File: config.mk
export PLATFORM = sky130hd
export DESIGN_NAME = ram_bus_master_flat
export DESIGN_NICKNAME = d
export VERILOG_FILES = /design/src/rtl/ram_bus_master_pkg.sv /design/src/rtl/ram_bus_master_if.sv /design/src/rtl/ram_bus_master.sv /design/src/flat_wrapper.sv
export SDC_FILE = /design/constraint.sdc
export NUM_CORES = 1
export LEC_CHECK = 0
export ABC_AREA = 1
export BUFFER_PORTS_ARGS = -buffer_cell sky130_fd_sc_hd__buf_2
export CELL_PAD_IN_SITES_DETAIL_PLACEMENT = 0
export CELL_PAD_IN_SITES_GLOBAL_PLACEMENT = 1
export CORE_UTILIZATION = 33
export DETAILED_ROUTE_END_ITERATION = 10
export HOLD_SLACK_MARGIN = 0.08
export PLACE_DENSITY_LB_ADDON = 0.15
export SLEW_MARGIN = 5
export SYNTH_ARGS = -nofsm -noshare
export SYNTH_HDL_FRONTEND = slang
export SYNTH_SLANG_ARGS = --single-unit
export TNS_END_PERCENT = 20
File: constraint.sdc
create_clock -name clk -period 1.45 [get_ports clk]
set_input_delay 0.145 -clock clk [delete_from_list [all_inputs] [get_ports clk]]
set_output_delay 0.145 -clock clk [all_outputs]
set_load 0.02 [all_outputs]
File: src/rtl/ram_bus_master_pkg.sv
// ram_bus_master_pkg
//   Shared definitions for the RAM bus initiator: default geometry of the
//   8x8 RAM array and the controller state encoding.
package ram_bus_master_pkg;

  localparam int unsigned RAM_AW = 3;  // address width, RAM depth = 2**RAM_AW
  localparam int unsigned RAM_DW = 8;  // data width

  typedef enum logic [1:0] {
    IDLE     = 2'd0,
    WR       = 2'd1,
    RD_ISSUE = 2'd2,
    RD_WAIT  = 2'd3
  } state_e;

endpackage

File: src/rtl/ram_bus_master_if.sv
// ram_bus_master_if
//   Bundles the host-side command / write-stream / read-stream channels and
//   the RAM-side bus (cs/rw/addr/d_in/d_out) of the RAM bus initiator.
//   modport master : the initiator (drives ready/read data/RAM bus)
//   modport slave  : host logic plus the RAM (drives commands/write data/d_out)
//
// Handshake rule for all three streams (cmd, wr, rd): a transfer happens on a
// rising clk edge where valid and ready are both 1. A source holds valid and
// its payload stable until that edge; ready may depend only on the sink state.
interface ram_bus_master_if #(
  parameter int unsigned AW = 3,
  parameter int unsigned DW = 8
);

  // command channel
  logic          cmd_valid;
  logic          cmd_ready;
  logic          cmd_write;
  logic [AW-1:0] cmd_addr;
  logic [AW-1:0] cmd_len;
  // write-data stream
  logic          wr_valid;
  logic          wr_ready;
  logic [DW-1:0] wr_data;
  // read-data stream
  logic          rd_valid;
  logic          rd_ready;
  logic [DW-1:0] rd_data;
  logic          rd_last;
  // status
  logic          busy;
  // RAM bus
  logic          mem_cs;
  logic          mem_rw;
  logic [AW-1:0] mem_addr;
  logic [DW-1:0] mem_wdata;
  logic [DW-1:0] mem_rdata;

  modport master (
    input  cmd_valid, cmd_write, cmd_addr, cmd_len,
    input  wr_valid, wr_data,
    input  rd_ready,
    input  mem_rdata,
    output cmd_ready, wr_ready,
    output rd_valid, rd_data, rd_last,
    output busy,
    output mem_cs, mem_rw, mem_addr, mem_wdata
  );

  modport slave (
    output cmd_valid, cmd_write, cmd_addr, cmd_len,
    output wr_valid, wr_data,
    output rd_ready,
    output mem_rdata,
    input  cmd_ready, wr_ready,
    input  rd_valid, rd_data, rd_last,
    input  busy,
    input  mem_cs, mem_rw, mem_addr, mem_wdata
  );

endinterface

File: src/rtl/ram_bus_master.sv
// ram_bus_master
//   Burst initiator for the 8x8 RAM array. A command (start address, beats-1,
//   direction) is accepted in IDLE; writes then take one beat per cycle from
//   the write stream and issue one RAM write cycle each; reads issue one RAM
//   read cycle, capture d_out, and present it on the read stream until it is
//   consumed (one beat per two cycles at full rate). Addresses wrap modulo
//   2**AW.
// Ports
//   clk     : rising-edge clock
//   rst     : synchronous active-high reset
//   bus     : ram_bus_master_if.master (cmd / wr / rd streams, busy, RAM bus)
//   state_o : current controller state, for observation
module ram_bus_master
  import ram_bus_master_pkg::*;
#(
  parameter int unsigned AW = RAM_AW,
  parameter int unsigned DW = RAM_DW
) (
  input  logic              clk,
  input  logic              rst,
  ram_bus_master_if.master  bus,
  output state_e            state_o
);

  state_e        state_q;
  logic [AW-1:0] ptr_q;       // address of the current beat
  logic [AW-1:0] cnt_q;       // beats remaining after the current one
  logic          mem_cs_q;
  logic          mem_rw_q;
  logic [AW-1:0] mem_addr_q;
  logic [DW-1:0] mem_wdata_q;
  logic [DW-1:0] rd_data_q;
  logic          rd_valid_q;
  logic          rd_last_q;

  // Stream readiness and status follow the state directly.
  assign bus.cmd_ready = (state_q == IDLE);
  assign bus.wr_ready  = (state_q == WR);
  assign bus.busy      = (state_q != IDLE);

  assign bus.rd_valid  = rd_valid_q;
  assign bus.rd_data   = rd_data_q;
  assign bus.rd_last   = rd_last_q;
  assign bus.mem_cs    = mem_cs_q;
  assign bus.mem_rw    = mem_rw_q;
  assign bus.mem_addr  = mem_addr_q;
  assign bus.mem_wdata = mem_wdata_q;

  assign state_o = state_q;

  always_ff @(posedge clk) begin
    if (rst) begin
      // Dropping cs here guarantees an interrupted burst leaves no partial
      // RAM cycle behind.
      state_q     <= IDLE;
      ptr_q       <= '0;
      cnt_q       <= '0;
      mem_cs_q    <= 1'b0;
      mem_rw_q    <= 1'b0;
      mem_addr_q  <= '0;
      mem_wdata_q <= '0;
      rd_data_q   <= '0;
      rd_valid_q  <= 1'b0;
      rd_last_q   <= 1'b0;
    end else begin
      unique case (state_q)
        IDLE: begin
          // Ends the final write cycle of a preceding burst, while a new
          // command can already be accepted in this same cycle.
          mem_cs_q <= 1'b0;
          if (bus.cmd_valid) begin
            ptr_q <= bus.cmd_addr;
            cnt_q <= bus.cmd_len;
            if (bus.cmd_write) begin
              state_q <= WR;
            end else begin
              mem_cs_q   <= 1'b1;
              mem_rw_q   <= 1'b0;
              mem_addr_q <= bus.cmd_addr;
              state_q    <= RD_ISSUE;
            end
          end
        end

        WR: begin
          if (bus.wr_valid) begin
            // One RAM write cycle per accepted beat.
            mem_cs_q    <= 1'b1;
            mem_rw_q    <= 1'b1;
            mem_addr_q  <= ptr_q;
            mem_wdata_q <= bus.wr_data;
            ptr_q       <= ptr_q + AW'(1);
            cnt_q       <= cnt_q - AW'(1);
            if (cnt_q == '0) begin
              state_q <= IDLE;
            end
          end else begin
            mem_cs_q <= 1'b0;
          end
        end

        RD_ISSUE: begin
          // cs=1, rw=0 has been on the bus for this whole cycle, so d_out is
          // valid; this is the only place d_out is sampled.
          rd_data_q  <= bus.mem_rdata;
          rd_valid_q <= 1'b1;
          rd_last_q  <= (cnt_q == '0);
          mem_cs_q   <= 1'b0;
          state_q    <= RD_WAIT;
        end

        RD_WAIT: begin
          if (bus.rd_ready) begin
            rd_valid_q <= 1'b0;
            if (cnt_q == '0) begin
              state_q <= IDLE;
            end else begin
              ptr_q      <= ptr_q + AW'(1);
              cnt_q      <= cnt_q - AW'(1);
              mem_cs_q   <= 1'b1;
              mem_rw_q   <= 1'b0;
              mem_addr_q <= ptr_q + AW'(1);
              state_q    <= RD_ISSUE;
            end
          end
        end

        default: state_q <= IDLE;
      endcase
    end
  end

endmodule

File: src/flat_wrapper.sv
// flat-port wrapper written by rule: the top's interface ports become plain ports
module ram_bus_master_flat import ram_bus_master_pkg::*;
#(
  parameter int unsigned AW = RAM_AW,
  parameter int unsigned DW = RAM_DW
)
  (clk, rst, state_o, bus_cmd_valid, bus_cmd_write, bus_cmd_addr, bus_cmd_len, bus_wr_valid, bus_wr_data, bus_rd_ready, bus_mem_rdata, bus_cmd_ready, bus_wr_ready, bus_rd_valid, bus_rd_data, bus_rd_last, bus_busy, bus_mem_cs, bus_mem_rw, bus_mem_addr, bus_mem_wdata);
  ram_bus_master_if #(.AW(AW), .DW(DW)) bus_i ();
  input  logic clk;
  input  logic rst;
  output state_e state_o;
  input wire logic [$bits(bus_i.cmd_valid)-1:0] bus_cmd_valid;
  input wire logic [$bits(bus_i.cmd_write)-1:0] bus_cmd_write;
  input wire logic [$bits(bus_i.cmd_addr)-1:0] bus_cmd_addr;
  input wire logic [$bits(bus_i.cmd_len)-1:0] bus_cmd_len;
  input wire logic [$bits(bus_i.wr_valid)-1:0] bus_wr_valid;
  input wire logic [$bits(bus_i.wr_data)-1:0] bus_wr_data;
  input wire logic [$bits(bus_i.rd_ready)-1:0] bus_rd_ready;
  input wire logic [$bits(bus_i.mem_rdata)-1:0] bus_mem_rdata;
  output wire logic [$bits(bus_i.cmd_ready)-1:0] bus_cmd_ready;
  output wire logic [$bits(bus_i.wr_ready)-1:0] bus_wr_ready;
  output wire logic [$bits(bus_i.rd_valid)-1:0] bus_rd_valid;
  output wire logic [$bits(bus_i.rd_data)-1:0] bus_rd_data;
  output wire logic [$bits(bus_i.rd_last)-1:0] bus_rd_last;
  output wire logic [$bits(bus_i.busy)-1:0] bus_busy;
  output wire logic [$bits(bus_i.mem_cs)-1:0] bus_mem_cs;
  output wire logic [$bits(bus_i.mem_rw)-1:0] bus_mem_rw;
  output wire logic [$bits(bus_i.mem_addr)-1:0] bus_mem_addr;
  output wire logic [$bits(bus_i.mem_wdata)-1:0] bus_mem_wdata;
  assign bus_i.cmd_valid = bus_cmd_valid;
  assign bus_i.cmd_write = bus_cmd_write;
  assign bus_i.cmd_addr = bus_cmd_addr;
  assign bus_i.cmd_len = bus_cmd_len;
  assign bus_i.wr_valid = bus_wr_valid;
  assign bus_i.wr_data = bus_wr_data;
  assign bus_i.rd_ready = bus_rd_ready;
  assign bus_i.mem_rdata = bus_mem_rdata;
  assign bus_cmd_ready = bus_i.cmd_ready;
  assign bus_wr_ready = bus_i.wr_ready;
  assign bus_rd_valid = bus_i.rd_valid;
  assign bus_rd_data = bus_i.rd_data;
  assign bus_rd_last = bus_i.rd_last;
  assign bus_busy = bus_i.busy;
  assign bus_mem_cs = bus_i.mem_cs;
  assign bus_mem_rw = bus_i.mem_rw;
  assign bus_mem_addr = bus_i.mem_addr;
  assign bus_mem_wdata = bus_i.mem_wdata;
  ram_bus_master #(.AW(AW), .DW(DW)) u_core (.clk(clk), .rst(rst), .bus(bus_i), .state_o(state_o));
endmodule
==> impl_results.md <==
* Final period utilization at 96.1%
* Worst Hold Slack at 0.115 ns
* Logic pwr share at between 30% and 40%
* Critical path arrival at 1.25 ns
* Initial antenna violation count at 0
* Overflow after GRT at 0
* Total CTS buffers at 5
* Total wire length at approximately 3600 µm
* Clock power share at slightly above 30%
* Synthesized area per cell at just under 7 µm²
* Core region area at 4140 µm²
* Mapped Area at between 1000 and 1500 µm²
* PD cells at 1460 nW/µm²
* Multi-input logic area at 726 µm²
* Crit. End Element: output pin
* R2R Setup Slk at 0.12 ns
* Distinct cells, synth at 24
* Cell count after synthesis at 216
* HP Class: in -> reg
* Relative max-transition margin at about four fifths
* CTS sink cnt at 31
* Worst-Skew Late Latency at 0.28 ns
* Origin of the worst min-delay path: bus_mem_rdata[2]
* Global Route met2 Usage at 25.2%
* Final Hold Fails at 0
* Die Area at around 4700 µm²
* RSZ-0062 raised after global routing: yes
* Diode count at 0
* Minimum clock period at approximately 1.4 ns
* First-pass GRT wire length at 5740 µm
* Vias in the first global route at 1283
* Final Instance Count excl. Fillers at approximately 330
* CP dominant cell by count: buf_4
* # placed instances at roughly 330
* Vias at between 1500 and 2000
* Share of layout cells above drive strength 1 at 31.4%
* Seq/Total Area, Yosys at 42.1%
* Setup Crit Path Kind: reg -> out
* Final Max Slew Viols at 0
* Area grow syn2layout at 34.7%
* Fin area at 1980 µm²
* Commonest non-fill, non-tap cell in the layout: buf_2
* Post-route ant nets at 0
* Met3 GRT Util at between 5 and 6%
* CP Launch Type: flop
* Sw power at 0.996 mW
* Area of placed instances at ~1800 µm²
* Crit Path Max Fanout at 14
* DRC at 0
* Final TNS setup at 0 ns
* Vias/cell at 4.51
* Largest buffer count on any clock path at 2
* Worst reg2reg path endpoint: u_core.cnt_q[0]
* Global routing's busiest layer: met2
* Final setup margin at 0.0561 ns
* Routing usage on met1 at about 22%
* Commonest non-fill, non-tap cells in the layout: buf_2, nand2_1, nor2_1
* Fin Clk Skew at around 0.0029 ns
* Worst Hold Depth at 3
* Status: finished clean
* CTS tree: yes
* Syn_nets at 247
* I/O pin cnt at 56
* Worst r2r src: u_core.cnt_q[0]
* Reg area at 623 µm²
* Detailed placer's ending HPWL at between 2000 and 3000 µm
* Slowest library cell on the worst path: dfxtp_2
* Count of input and output buffers at 55
* Cell Chain, Critical Path: buf_4 > nand2_2 > inv_2 > buf_4
* YS warnings at 0
* Seq cells post-synth at 31
* Largest net degree at the start of global routing at 15
* R2R depth at 9
* Required @ worst endpoint at 1.31 ns
* # fillers at 443
* Clk root buf: clkbuf_8
* DR WL/cell at 10.9 µm
* Total global-route track usage at 16.7%
* CTS H-tree lvls at 2
* Initial Utilization at between 30% and 40%
* Initial DRC count at about 70
* Worst stage delay on the critical path at 0.35 ns
* Final Setup Violations at 0
* Clock Pin Slew Worst Setup and Hold Paths at 0.07 ns
* # nets final at between 300 and 400
* Highest clock rate at between 0.7 and 0.8 GHz
* Reg power frac at between 30% and 40%
* Sw Ratio at 34.5%
* Worst hold path endpoint: u_core.bus.rd_data[2]
* Final RePlAce weighted congestion at approximately 0.73
* VDD IR max at 0.615 mV
* Max-capacitance violation count at 0
* Place WS at 0.0214 ns
* Static Leakage at 1.04 nW
* # rows at 23
* Detailed Routing Iterations Pass 1 at 4
* Die width at 68.8 µm
* Die Y-Extent at roughly 70 µm
* Cell internal pwr at 1.89 mW
* Worst Max-Slew Pin Slew at 0.311 ns
-- layer usage --
metal / vias to the layer above / share of wire, %
met5: - / 0
met4: 0 / 1.2
met3: 5 / 6.6
met2: 42 / 42
met1: 646 / 50
li1: 809 / -
-- layout make-up --
type / instances / share of cell area [%]
Timing Repair Buffer: 66 / 18.2
Multi-Input combinational cell: 153 / 36.6
Clock inverter: 2 / 1.77
Clock buffer: 6 / 4.16
Inverter: 25 / 4.79
Tap cell: 50 / 3.15
Sequential cell: 31 / 31.4
-- state kept, by name, summed over array words and instances (netlist names) --
name,count
u_core.ptr_q,3
u_core.bus.mem_addr,3
u_core.bus.mem_wdata,8
u_core.bus.rd_data,8
u_core.bus.rd_last,1
u_core.bus.mem_rw,1
u_core.state_o,2
u_core.cnt_q,3
u_core.bus.mem_cs,1
u_core.bus.rd_valid,1
-- Yosys cell counts --
| library cell | count | area [µm²] |
|---|---|---|
| a21oi_1 | 12 | 60.1 |
| buf_1 | 1 | 3.75 |
| buf_2 | 1 | 5.00 |
| buf_4 | 1 | 7.51 |
| buf_6 | 2 | 22.5 |
| clkbuf_1 | 2 | 7.51 |
| clkinv_1 | 1 | 3.75 |
| clkinv_2 | 1 | 5.00 |
| dfxtp_1 | 31 | 621 |
| ha_1 | 3 | 37.5 |
| inv_1 | 22 | 82.6 |
| inv_2 | 1 | 3.75 |
| nand2_1 | 51 | 191 |
| nand2_2 | 1 | 6.26 |
| nand2_4 | 2 | 22.5 |
| nand3_1 | 16 | 80.1 |
| nand3_2 | 1 | 10.0 |
| nand4_1 | 3 | 18.8 |
| nor2_1 | 42 | 158 |
| nor2_4 | 2 | 22.5 |
| o21a_1 | 1 | 7.51 |
| o21ai_0 | 17 | 85.1 |
| o21ai_1 | 1 | 5.00 |
| or2_2 | 1 | 6.26 |
-- how the worst max path moves through the flow --
| stage | endpoint | slack, ns | startpoint | depth (start not counted) |
|---|---|---|---|---|
| after floorplan | u_core.bus.mem_addr[2] | 0.07 | u_core.state_o[0] | 8 |
| after global placement | u_core.ptr_q[0] | 0.03 | u_core.cnt_q[0] | 9 |
| after detailed placement | u_core.cnt_q[0] | 0.02 | u_core.cnt_q[0] | 9 |
| after CTS | bus_wr_ready | 0.03 | u_core.state_o[0] | 4 |
| after global routing | bus_wr_ready | -0.04 | u_core.state_o[0] | 4 |
| final | bus_wr_ready | 0.06 | u_core.state_o[0] | 4 |
-- worst max-delay path: cells and delay by family (launching register included) --
kind	cells	cell delay, ns
buffers and inverters	3	0.54
flip-flops	1	0.35
AND/OR/NAND/NOR	1	0.08
-- power groups by stage --
| stage | registers, mW | logic [mW] | clock network [mW] |
|---|---|---|---|
| after global routing | 1.06 | 1.10 | 0.945 |
| after floorplan | 1.16 | 0.536 | 0 |
| after detailed placement | 1.06 | 0.927 | 0 |
| final | 1.04 | 0.960 | 0.885 |
| after global placement | 1.06 | 0.929 | 0 |
| after CTS | 1.05 | 0.932 | 0.904 |
-- logic make-up (layout without fill, tap and decap cells) --
group                    after synthesis  in the layout  share of synthesized area [%]
AND/OR/NAND/NOR                      119            119                           35.0
flip-flops                            31             31                           42.1
adder cells (fa/ha/maj)                3              3                           2.55
AO/OA/AOI/OAI                         31             31                           10.7
buffers and inverters                 32             99                           9.60
-- repair_timing --
item | 4_1_cts | 5_1_grt
gates resized for setup | 4 | 4
cloned | 0 | 0
pin swaps | 0 | 3
buffers inserted | 0 | 1
setup endpoints to repair | 3 | 17
hold buffers | 0 | 0
-- stage by stage --
step	power [mW]	util, %
floorplan	1.70	-
global placement	1.99	44.6
detailed placement	1.99	44.6
CTS	2.88	47.4
global route	3.11	47.9
finish	2.89	47.9
No activity file was read; power rests on OpenSTA's default activity.
